## src/rtl/reg_file_mp_pkg.sv

```systemverilog
// Shared constants for the multi-port register file: the addresses of the
// memory-mapped registers and the reset value of every storage word.
package rf_pkg;

   // UART state, overlaid on reads
   localparam int unsigned US   = 26;
   // Timer counter, overlaid on reads
   localparam int unsigned TMR  = 27;
   // Timer control, exported as tmr_ctrl
   localparam int unsigned TCON = 28;
   // Result register, low byte exported as leds
   localparam int unsigned V0   = 2;

   localparam int unsigned RST_VAL = 0;

endpackage

```

## src/rtl/reg_file_mp_if.sv

```systemverilog
// Handshaked peripheral write port of the register file. A peripheral
// (master) offers one address/data pair per cycle. The register file
// (slave) takes it on any edge where per_valid and per_ready are both high.
interface reg_file_mp_if #(
   parameter int ADDR_W = 5,
   parameter int DATA_W = 32
);
   logic              per_valid;
   logic [ADDR_W-1:0] per_wa;
   logic [DATA_W-1:0] per_wd;
   logic              per_ready;

   modport master (output per_valid, per_wa, per_wd, input per_ready);
   modport slave  (input per_valid, per_wa, per_wd, output per_ready);
endinterface

```

## src/rtl/reg_file_mp_wr_arb.sv

```systemverilog
// Peripheral write arbiter. It detects collisions with the CPU write port,
// parks a colliding peripheral write in a one-entry pending buffer, generates
// a registered per_ready, and presents a single commit (valid/addr/data) to
// the array. Because per_ready is low while an entry is pending, the pending
// commit and a fresh peripheral accept can never occur in the same cycle.
module rf_wr_arb
   import rf_pkg::*;
#(
   parameter int ADDR_W = 5,
   parameter int DATA_W = 32
) (
   input  logic              clk,
   input  logic              rst_n,
   input  logic              we,
   input  logic [ADDR_W-1:0] wa,
   input  logic              per_valid,
   input  logic [ADDR_W-1:0] per_wa,
   input  logic [DATA_W-1:0] per_wd,
   output logic              per_ready,
   output logic              cmt_valid,
   output logic [ADDR_W-1:0] cmt_addr,
   output logic [DATA_W-1:0] cmt_data
);

   logic              pend_valid;
   logic [ADDR_W-1:0] pend_addr;
   logic [DATA_W-1:0] pend_data;
   logic              ready_q;

   logic accept;
   logic conflict;
   logic pend_commit;

   assign accept   = per_valid & ready_q;
   // Only a real CPU write (non-zero address) to the same word collides.
   assign conflict = accept & we & (wa != '0) & (per_wa == wa);
   // The pending entry waits while the CPU keeps writing its address.
   assign pend_commit = pend_valid & ~(we & (wa == pend_addr));

   assign per_ready = ready_q;

   // Select the single peripheral-side commit for this edge.
   always_comb begin
      // NOTE: every always_comb output gets a default first so no path leaves it unassigned (no latch).
      cmt_valid = 1'b0;
      cmt_addr  = '0;
      cmt_data  = '0;
      if (pend_commit) begin
         cmt_valid = 1'b1;
         cmt_addr  = pend_addr;
         cmt_data  = pend_data;
      end else if (accept && !conflict && per_wa != '0) begin
         cmt_valid = 1'b1;
         cmt_addr  = per_wa;
         cmt_data  = per_wd;
      end
   end

   // Pending buffer and registered ready: park on conflict, release on commit.
   always_ff @(posedge clk or negedge rst_n) begin
      if (!rst_n) begin
         // NOTE: state registers use non-blocking assignment so every flop samples pre-edge values.
         pend_valid <= 1'b0;
         pend_addr  <= '0;
         pend_data  <= DATA_W'(RST_VAL);
         ready_q    <= 1'b1;
      end else if (conflict) begin
         pend_valid <= 1'b1;
         pend_addr  <= per_wa;
         pend_data  <= per_wd;
         ready_q    <= 1'b0;
      end else if (pend_commit) begin
         pend_valid <= 1'b0;
         ready_q    <= 1'b1;
      end
   end

endmodule

```

## src/rtl/reg_file_mp.sv

```systemverilog
// Parametrised multi-port register file for the single-cycle MIPS core.
// NUM_RD combinational read ports, a CPU write port and a handshaked
// peripheral write port. Register 0 is hardwired to zero, and the US/TMR
// addresses read back live peripheral state.
// Build option: define RF_BYPASS_EN to forward same-cycle write data to reads.
module reg_file_mp
   import rf_pkg::*;
#(
   parameter int DATA_W = 32,
   parameter int ADDR_W = 5,
   parameter int NUM_RD = 2,
   parameter int US_W   = 4,
   parameter int TC_W   = 16
) (
   input  logic                     clk,
   input  logic                     rst_n,
   input  logic [NUM_RD*ADDR_W-1:0] ra,
   output logic [NUM_RD*DATA_W-1:0] rd,
   input  logic                     we,
   input  logic [ADDR_W-1:0]        wa,
   input  logic [DATA_W-1:0]        wd,
   reg_file_mp_if.slave             per,
   input  logic [US_W-1:0]          us,
   input  logic [TC_W-1:0]          tmr_cntr,
   output logic [DATA_W-1:0]        tmr_ctrl,
   output logic [7:0]               leds
);

   localparam int DEPTH = 2 ** ADDR_W;
   localparam logic [ADDR_W-1:0] A_US   = ADDR_W'(US);
   localparam logic [ADDR_W-1:0] A_TMR  = ADDR_W'(TMR);
   localparam logic [ADDR_W-1:0] A_TCON = ADDR_W'(TCON);
   localparam logic [ADDR_W-1:0] A_V0   = ADDR_W'(V0);

   logic [DATA_W-1:0] regs [DEPTH];

   logic              cmt_valid;
   logic [ADDR_W-1:0] cmt_addr;
   logic [DATA_W-1:0] cmt_data;
   logic              cpu_wr;

   assign cpu_wr = we & (wa != '0);

   rf_wr_arb #(.ADDR_W(ADDR_W), .DATA_W(DATA_W)) u_wr_arb (
      .clk       (clk),
      .rst_n     (rst_n),
      .we        (we),
      .wa        (wa),
      .per_valid (per.per_valid),
      .per_wa    (per.per_wa),
      .per_wd    (per.per_wd),
      .per_ready (per.per_ready),
      .cmt_valid (cmt_valid),
      .cmt_addr  (cmt_addr),
      .cmt_data  (cmt_data)
   );

   // Storage: CPU write first, then peripheral commit (the arbiter never lets both hit one word).
   always_ff @(posedge clk or negedge rst_n) begin
      if (!rst_n) begin
         // NOTE: the whole array is reset because software relies on every register reading 0 after reset; this forces flops rather than RAM.
         for (int i = 0; i < DEPTH; i++) regs[i] <= DATA_W'(RST_VAL);
      end else begin
         if (cpu_wr)    regs[wa]       <= wd;
         if (cmt_valid) regs[cmt_addr] <= cmt_data;
      end
   end

   assign tmr_ctrl = regs[A_TCON];
   assign leds     = regs[A_V0][7:0];

   for (genvar k = 0; k < NUM_RD; k++) begin : g_rd
      logic [ADDR_W-1:0] a;
      logic [DATA_W-1:0] v;
      assign a = ra[k*ADDR_W +: ADDR_W];
      assign rd[k*DATA_W +: DATA_W] = v;

      // Read mux: zero register and overlays first, then forwarding, then storage.
      always_comb begin
         v = regs[a];
         if (a == '0)
            v = '0;
         else if (a == A_US)
            v = DATA_W'(us);
         else if (a == A_TMR)
            v = DATA_W'(tmr_cntr);
`ifdef RF_BYPASS_EN
         else if (cpu_wr && wa == a)
            v = wd;
         else if (cmt_valid && cmt_addr == a)
            v = cmt_data;
`endif
      end
   end

endmodule

```

## src/flat_wrapper.sv

```systemverilog
// flat-port wrapper written by rule: the top's interface ports become plain ports
module reg_file_mp_flat import rf_pkg::*;
#(
   parameter int DATA_W = 32,
   parameter int ADDR_W = 5,
   parameter int NUM_RD = 2,
   parameter int US_W   = 4,
   parameter int TC_W   = 16
)
  (clk, rst_n, ra, rd, we, wa, wd, us, tmr_cntr, tmr_ctrl, leds, per_per_valid, per_per_wa, per_per_wd, per_per_ready);
  reg_file_mp_if #(.ADDR_W(ADDR_W), .DATA_W(DATA_W)) per_i ();
  input  logic clk;
  input  logic rst_n;
  input  logic [NUM_RD*ADDR_W-1:0] ra;
  output logic [NUM_RD*DATA_W-1:0] rd;
  input  logic we;
  input  logic [ADDR_W-1:0] wa;
  input  logic [DATA_W-1:0] wd;
  input  logic [US_W-1:0] us;
  input  logic [TC_W-1:0] tmr_cntr;
  output logic [DATA_W-1:0] tmr_ctrl;
  output logic [7:0] leds;
  input wire logic [$bits(per_i.per_valid)-1:0] per_per_valid;
  input wire logic [$bits(per_i.per_wa)-1:0] per_per_wa;
  input wire logic [$bits(per_i.per_wd)-1:0] per_per_wd;
  output wire logic [$bits(per_i.per_ready)-1:0] per_per_ready;
  assign per_i.per_valid = per_per_valid;
  assign per_i.per_wa = per_per_wa;
  assign per_i.per_wd = per_per_wd;
  assign per_per_ready = per_i.per_ready;
  reg_file_mp #(.DATA_W(DATA_W), .ADDR_W(ADDR_W), .NUM_RD(NUM_RD), .US_W(US_W), .TC_W(TC_W)) u_core (.clk(clk), .rst_n(rst_n), .ra(ra), .rd(rd), .we(we), .wa(wa), .wd(wd), .per(per_i), .us(us), .tmr_cntr(tmr_cntr), .tmr_ctrl(tmr_ctrl), .leds(leds));
endmodule
```

## config.mk

```make
export PLATFORM = sky130hd
export DESIGN_NAME = reg_file_mp_flat
export DESIGN_NICKNAME = d
export VERILOG_FILES = /design/src/rtl/reg_file_mp_pkg.sv /design/src/rtl/reg_file_mp_if.sv /design/src/rtl/reg_file_mp_wr_arb.sv /design/src/rtl/reg_file_mp.sv /design/src/flat_wrapper.sv
export SDC_FILE = /design/constraint.sdc
export NUM_CORES = 2
export LEC_CHECK = 0
export BUFFER_PORTS_ARGS = -buffer_cell sky130_fd_sc_hd__buf_2
export CORE_ASPECT_RATIO = 0.6
export CORE_MARGIN = 8
export CORE_UTILIZATION = 35
export DETAILED_ROUTE_END_ITERATION = 10
export REMOVE_ABC_BUFFERS = 1
export SYNTH_ARGS = -nofsm -noshare
export SYNTH_HDL_FRONTEND = slang
export SYNTH_SLANG_ARGS = --single-unit
```

## constraint.sdc

```tcl
create_clock -name clk -period 2.4 [get_ports clk]
set_input_delay 0.24 -clock clk [delete_from_list [all_inputs] [get_ports clk]]
set_output_delay 0.24 -clock clk [all_outputs]
set_load 0.02 [all_outputs]
```

==> run_results.csv <==
group,metric,value,unit
synth,synth_edf_count,0,
critical_path,timing.critical_path.cells,"mux4_2, mux4_2, a22oi_2, buf_6, nand2_4, buf_6",
sta,period_needed,3.022,ns
critical_path,path_max_fanout,3,
synth,synth_area_per_cell,13.12,um2
detailed_routing,vias_per_cell,6.514,
hold_path,hp-class,"input pin to flip-flop",
critical_path,cp_num_buf_inv,2,
critical_path,cpLargestDelayFamily,"multiplexers",
synth,synthTopCellsByCount,"mux2i_1, dfrtp_1, mux4_2",
floorplan,io_pins,213,
global_routing,grt_max_degree,78,
critical_path,arrival,2.78,ns
sta,max_freq,330.9,MHz
detailed_routing,post_drt_wl_per_cell,38.44,um
place,dpl.hpwl,199200,um
synth,synth_area_leaders,"dfrtp_1, mux2i_1, mux4_2, mux2_2, clkbuf_1",
clock_tree,cts_tree,"built",
pwr,powerDensity,631.6,nW/um2
critical_path,critPathCaptureType,"primary output",
synth,synth-compound-area-share,0.05026,
floorplan,die-area,211500,um2
sta,setup_viol,1004,
critical_path,cpPeakStageDelay,0.52,ns
global_routing,grt_overflow,0,
clock_tree,root_buffer,"clkbuf_16",
sta,rsz0062_at_grt,"yes",
floorplan,die_x,588.4,um
global_routing,antenna_found_initial,21,
sta,fin_setup_tns,-102.34,ns
synth,ys_types,75,
detailed_routing,ant_nets,0,
clock_tree,clk_pin_slew,0.07,ns
synth,yosysSeqAreaShare,0.3866,
critical_path,r2r-start,"u_core.u_wr_arb.pend_addr[1]$_DFFE_PN0P_",
detailed_routing,vias,56640,
synth,async_flop_share,1.000,
cells_and_area,drive_gt1_frac,0.4199,
clock_tree,cts.htree.levels,3,
critical_path,reg2reg_depth,10,
run_status,status,"finished with violations",
critical_path,r2r_slack,-0.25,ns
detailed_routing,drc_errors,0,
run_status,violations,"setup timing",
critical_path,critical_path.startpoint,"u_core.regs[269]$_DFF_PN0_",
floorplan,core-area,196000,um2
clock_tree,cts.sinks,1063,
synth,yosys_warnings,0,
synth,yosys.area.top_type_share,0.3862,
clock_tree,cts_buffer_depth,3,
sta,hold-worst-slack,0.05422,ns
synth,synth_top_family_by_area,"multiplexers",
floorplan,fp.dieH,359.5,um
critical_path,cp-endpoint,"rd[45]",
sta,setup_ws,-0.6221,ns
sta,finalHoldViolations,0,
critical_path,crit_type,"flip-flop to primary output",
critical_path,crit_slowest_cell,"mux4_2",
detailed_routing,drt_iter0_markers,8522,
cells_and_area,fillers,16910,
place,port_buffers,212,
synth,synth_area_leader_cell,"dfrtp_1",
cells_and_area,syn_to_final_growth,32.42,%
critical_path,cp.depth,6,
pwr,vdd_drop_max,0.6186,mV
global_routing,grtUsageTotal,0.2890,
critical_path,critPathLaunchType,"flip-flop",
sta,slew_viol_final,0,
global_routing,grt_pass1_vias,54320,
critical_path,worstReg2RegEnd,"u_core.regs[88]$_DFF_PN0_",
job,max_cap_viol_count,0,
sta,relSlewSlack,0.4726,
clock_tree,cts_buffers,102,
clock_tree,insertion_delay,0.75,ns
sta,finalCritPeriodShare,1.259,
detailed_routing,dr.pass1.iters,8,
global_routing,grt_pass1_wl,440100,um
sta,worstMarginPinSlew,0.7910,ns
synth,synthAdderAreaFrac,0,
synth,synth_most_common_cell,"mux2i_1",
synth,synthFlopType,"dfrtp_1",
place,place.gp.congestion,0.9552,
pwr,p_leak,42.76,nW
detailed_routing,wl,334200,um
cells_and_area,final_net_count,6081,
pwr,power.total,57.55,mW
synth,synthMuxAreaShare,0.4782,
synth,yosys.area_share.xor_xnor,0.001255,
synth,synth_cells,5243,
synth,yosys.area_share.simple,0.03397,
floorplan,rows,126,
critical_path,crit_required,2.16,ns
synth,syn_area,68810,um2
sta,final.setup_skew,0.04471,ns
hold_path,hold_depth,4,
synth,synth_seq_cells,1063,
floorplan,start_util,0.3511,
-- power by group --
group	switching, mW	internal, mW
Clock	8.14	9.96
Combinational	7.04	8.25
Sequential	2.98	21.2
-- area by class of cell --
type,count,area [um2],area share
multi-input combinational,3535,41120,0.4513
sequential,1063,26610,0.2921
timing repair buffer,1263,16480,0.1809
tap,2624,3283,0.03603
clock buffer,143,2928,0.03213
clock inverter,47,628.1,0.006893
inverter,8,31.28,0.0003433
antenna,12,30.03,0.0003296
-- worst min-delay path, cell delays in order --
cell and delay, ns:
buf_2 0.10, buf_4 0.14, inv_1 0.11, o21ai_0 0.17
-- what timing repair did --
| item | CTS | global route |
|---|---|---|
| hold endpoints to repair | 399 | 0 |
| resized for setup | 510 | 391 |
| gates cloned | 61 | 66 |
| hold buffers | 37 | 0 |
| setup buffers | 163 | 129 |
| endpoints found under the setup margin | 999 | 1079 |
| pin swaps | 127 | 137 |
-- how the worst min path moves through the flow --
stage,slack [ns],endpoint,start
after detailed placement,0.23,u_core.tmr_ctrl[18]$_DFF_PN0_,rst_n
after global placement,0.23,u_core.tmr_ctrl[18]$_DFF_PN0_,rst_n
final,0.05,u_core.u_wr_arb.pend_addr[4]$_DFFE_PN0P_,per_per_wa[4]
after CTS,0.007,u_core.u_wr_arb.pend_addr[4]$_DFFE_PN0P_,per_per_wa[4]
after global routing,0.09,u_core.tmr_ctrl[18]$_DFF_PN0_,rst_n
after floorplan,-0.06,u_core.leds[0]$_DFF_PN0_,rst_n
-- layout by cell type, fill, tap and decap left out, drive strengths merged, types with 4 or more instances in the layout --
cell type / Yosys / final
nor3: 18 / 18
nand4: 8 / 8
nand2: 213 / 213
diode: 0 / 12
dfrtp: 1062 / 1062
o211ai: 4 / 4
o31ai: 7 / 7
bufinv: 0 / 13
a211oi: 77 / 77
nor4: 8 / 8
nor3b: 5 / 5
xnor2: 4 / 4
a21oi: 110 / 110
clkbuf: 304 / 200
inv: 8 / 14
clkinv: 0 / 25
and2: 9 / 10
o21ai: 134 / 134
nand2b: 11 / 11
a211o: 4 / 4
mux2i: 1855 / 1855
nor2: 103 / 103
a22oi: 63 / 63
or3: 9 / 9
buf: 334 / 1168
o22ai: 36 / 36
o2111ai: 4 / 4
xor2: 5 / 5
or2: 6 / 6
dlygate4sd3: 0 / 37
nand3: 18 / 18
o32ai: 5 / 5
mux2: 133 / 133
nor2b: 80 / 80
mux4: 570 / 570
-- sequential cells by signal (all words and copies together), names as in the netlist --
register                    flops
u_core.leds                     8
u_core.regs                   984
u_core.tmr_ctrl                32
u_core.u_wr_arb.pend_addr       5
u_core.u_wr_arb.pend_data      32
u_core.u_wr_arb.pend_valid      1
u_core.u_wr_arb.per_ready       1
-- kinds of logic (layout without fill, tap and decap cells) --
| family | after synthesis | in the layout |
|---|---|---|
| muxes | 2558 | 2558 |
| DFF | 1063 | 1063 |
| buffers and inverters | 646 | 1461 |
| and+or+nand+nor | 497 | 498 |
| AOI/OAI and AO/OA | 470 | 470 |
| xor gates and xnor gates | 9 | 9 |
| other | 0 | 12 |
-- metrics by stage --
step                  util  instance area, um2  setup slack [ns]  std cells
floorplan                -               65420            -6.060       4605
global placement    0.4030               78970           -0.6916       8121
detailed placement  0.4030               78970           -0.7464       8121
CTS                 0.4481               87810           -0.6130       8544
global route        0.4649               91090           -0.6921       8686
finish              0.4650               91120           -0.6221       8695
-- routing by layer --
metal  global-route usage  routed length [um]  vias up  part of all wire
met1               0.3947              128400    29420              0.38
met5                    0                 274        -           0.00082
met2               0.3972              133300     4674              0.40
met3               0.1257               53160     1007              0.16
met4               0.1183               19030       16             0.057
li1                     -                   -    21530                 -
Power figures use the tool's default switching activity.
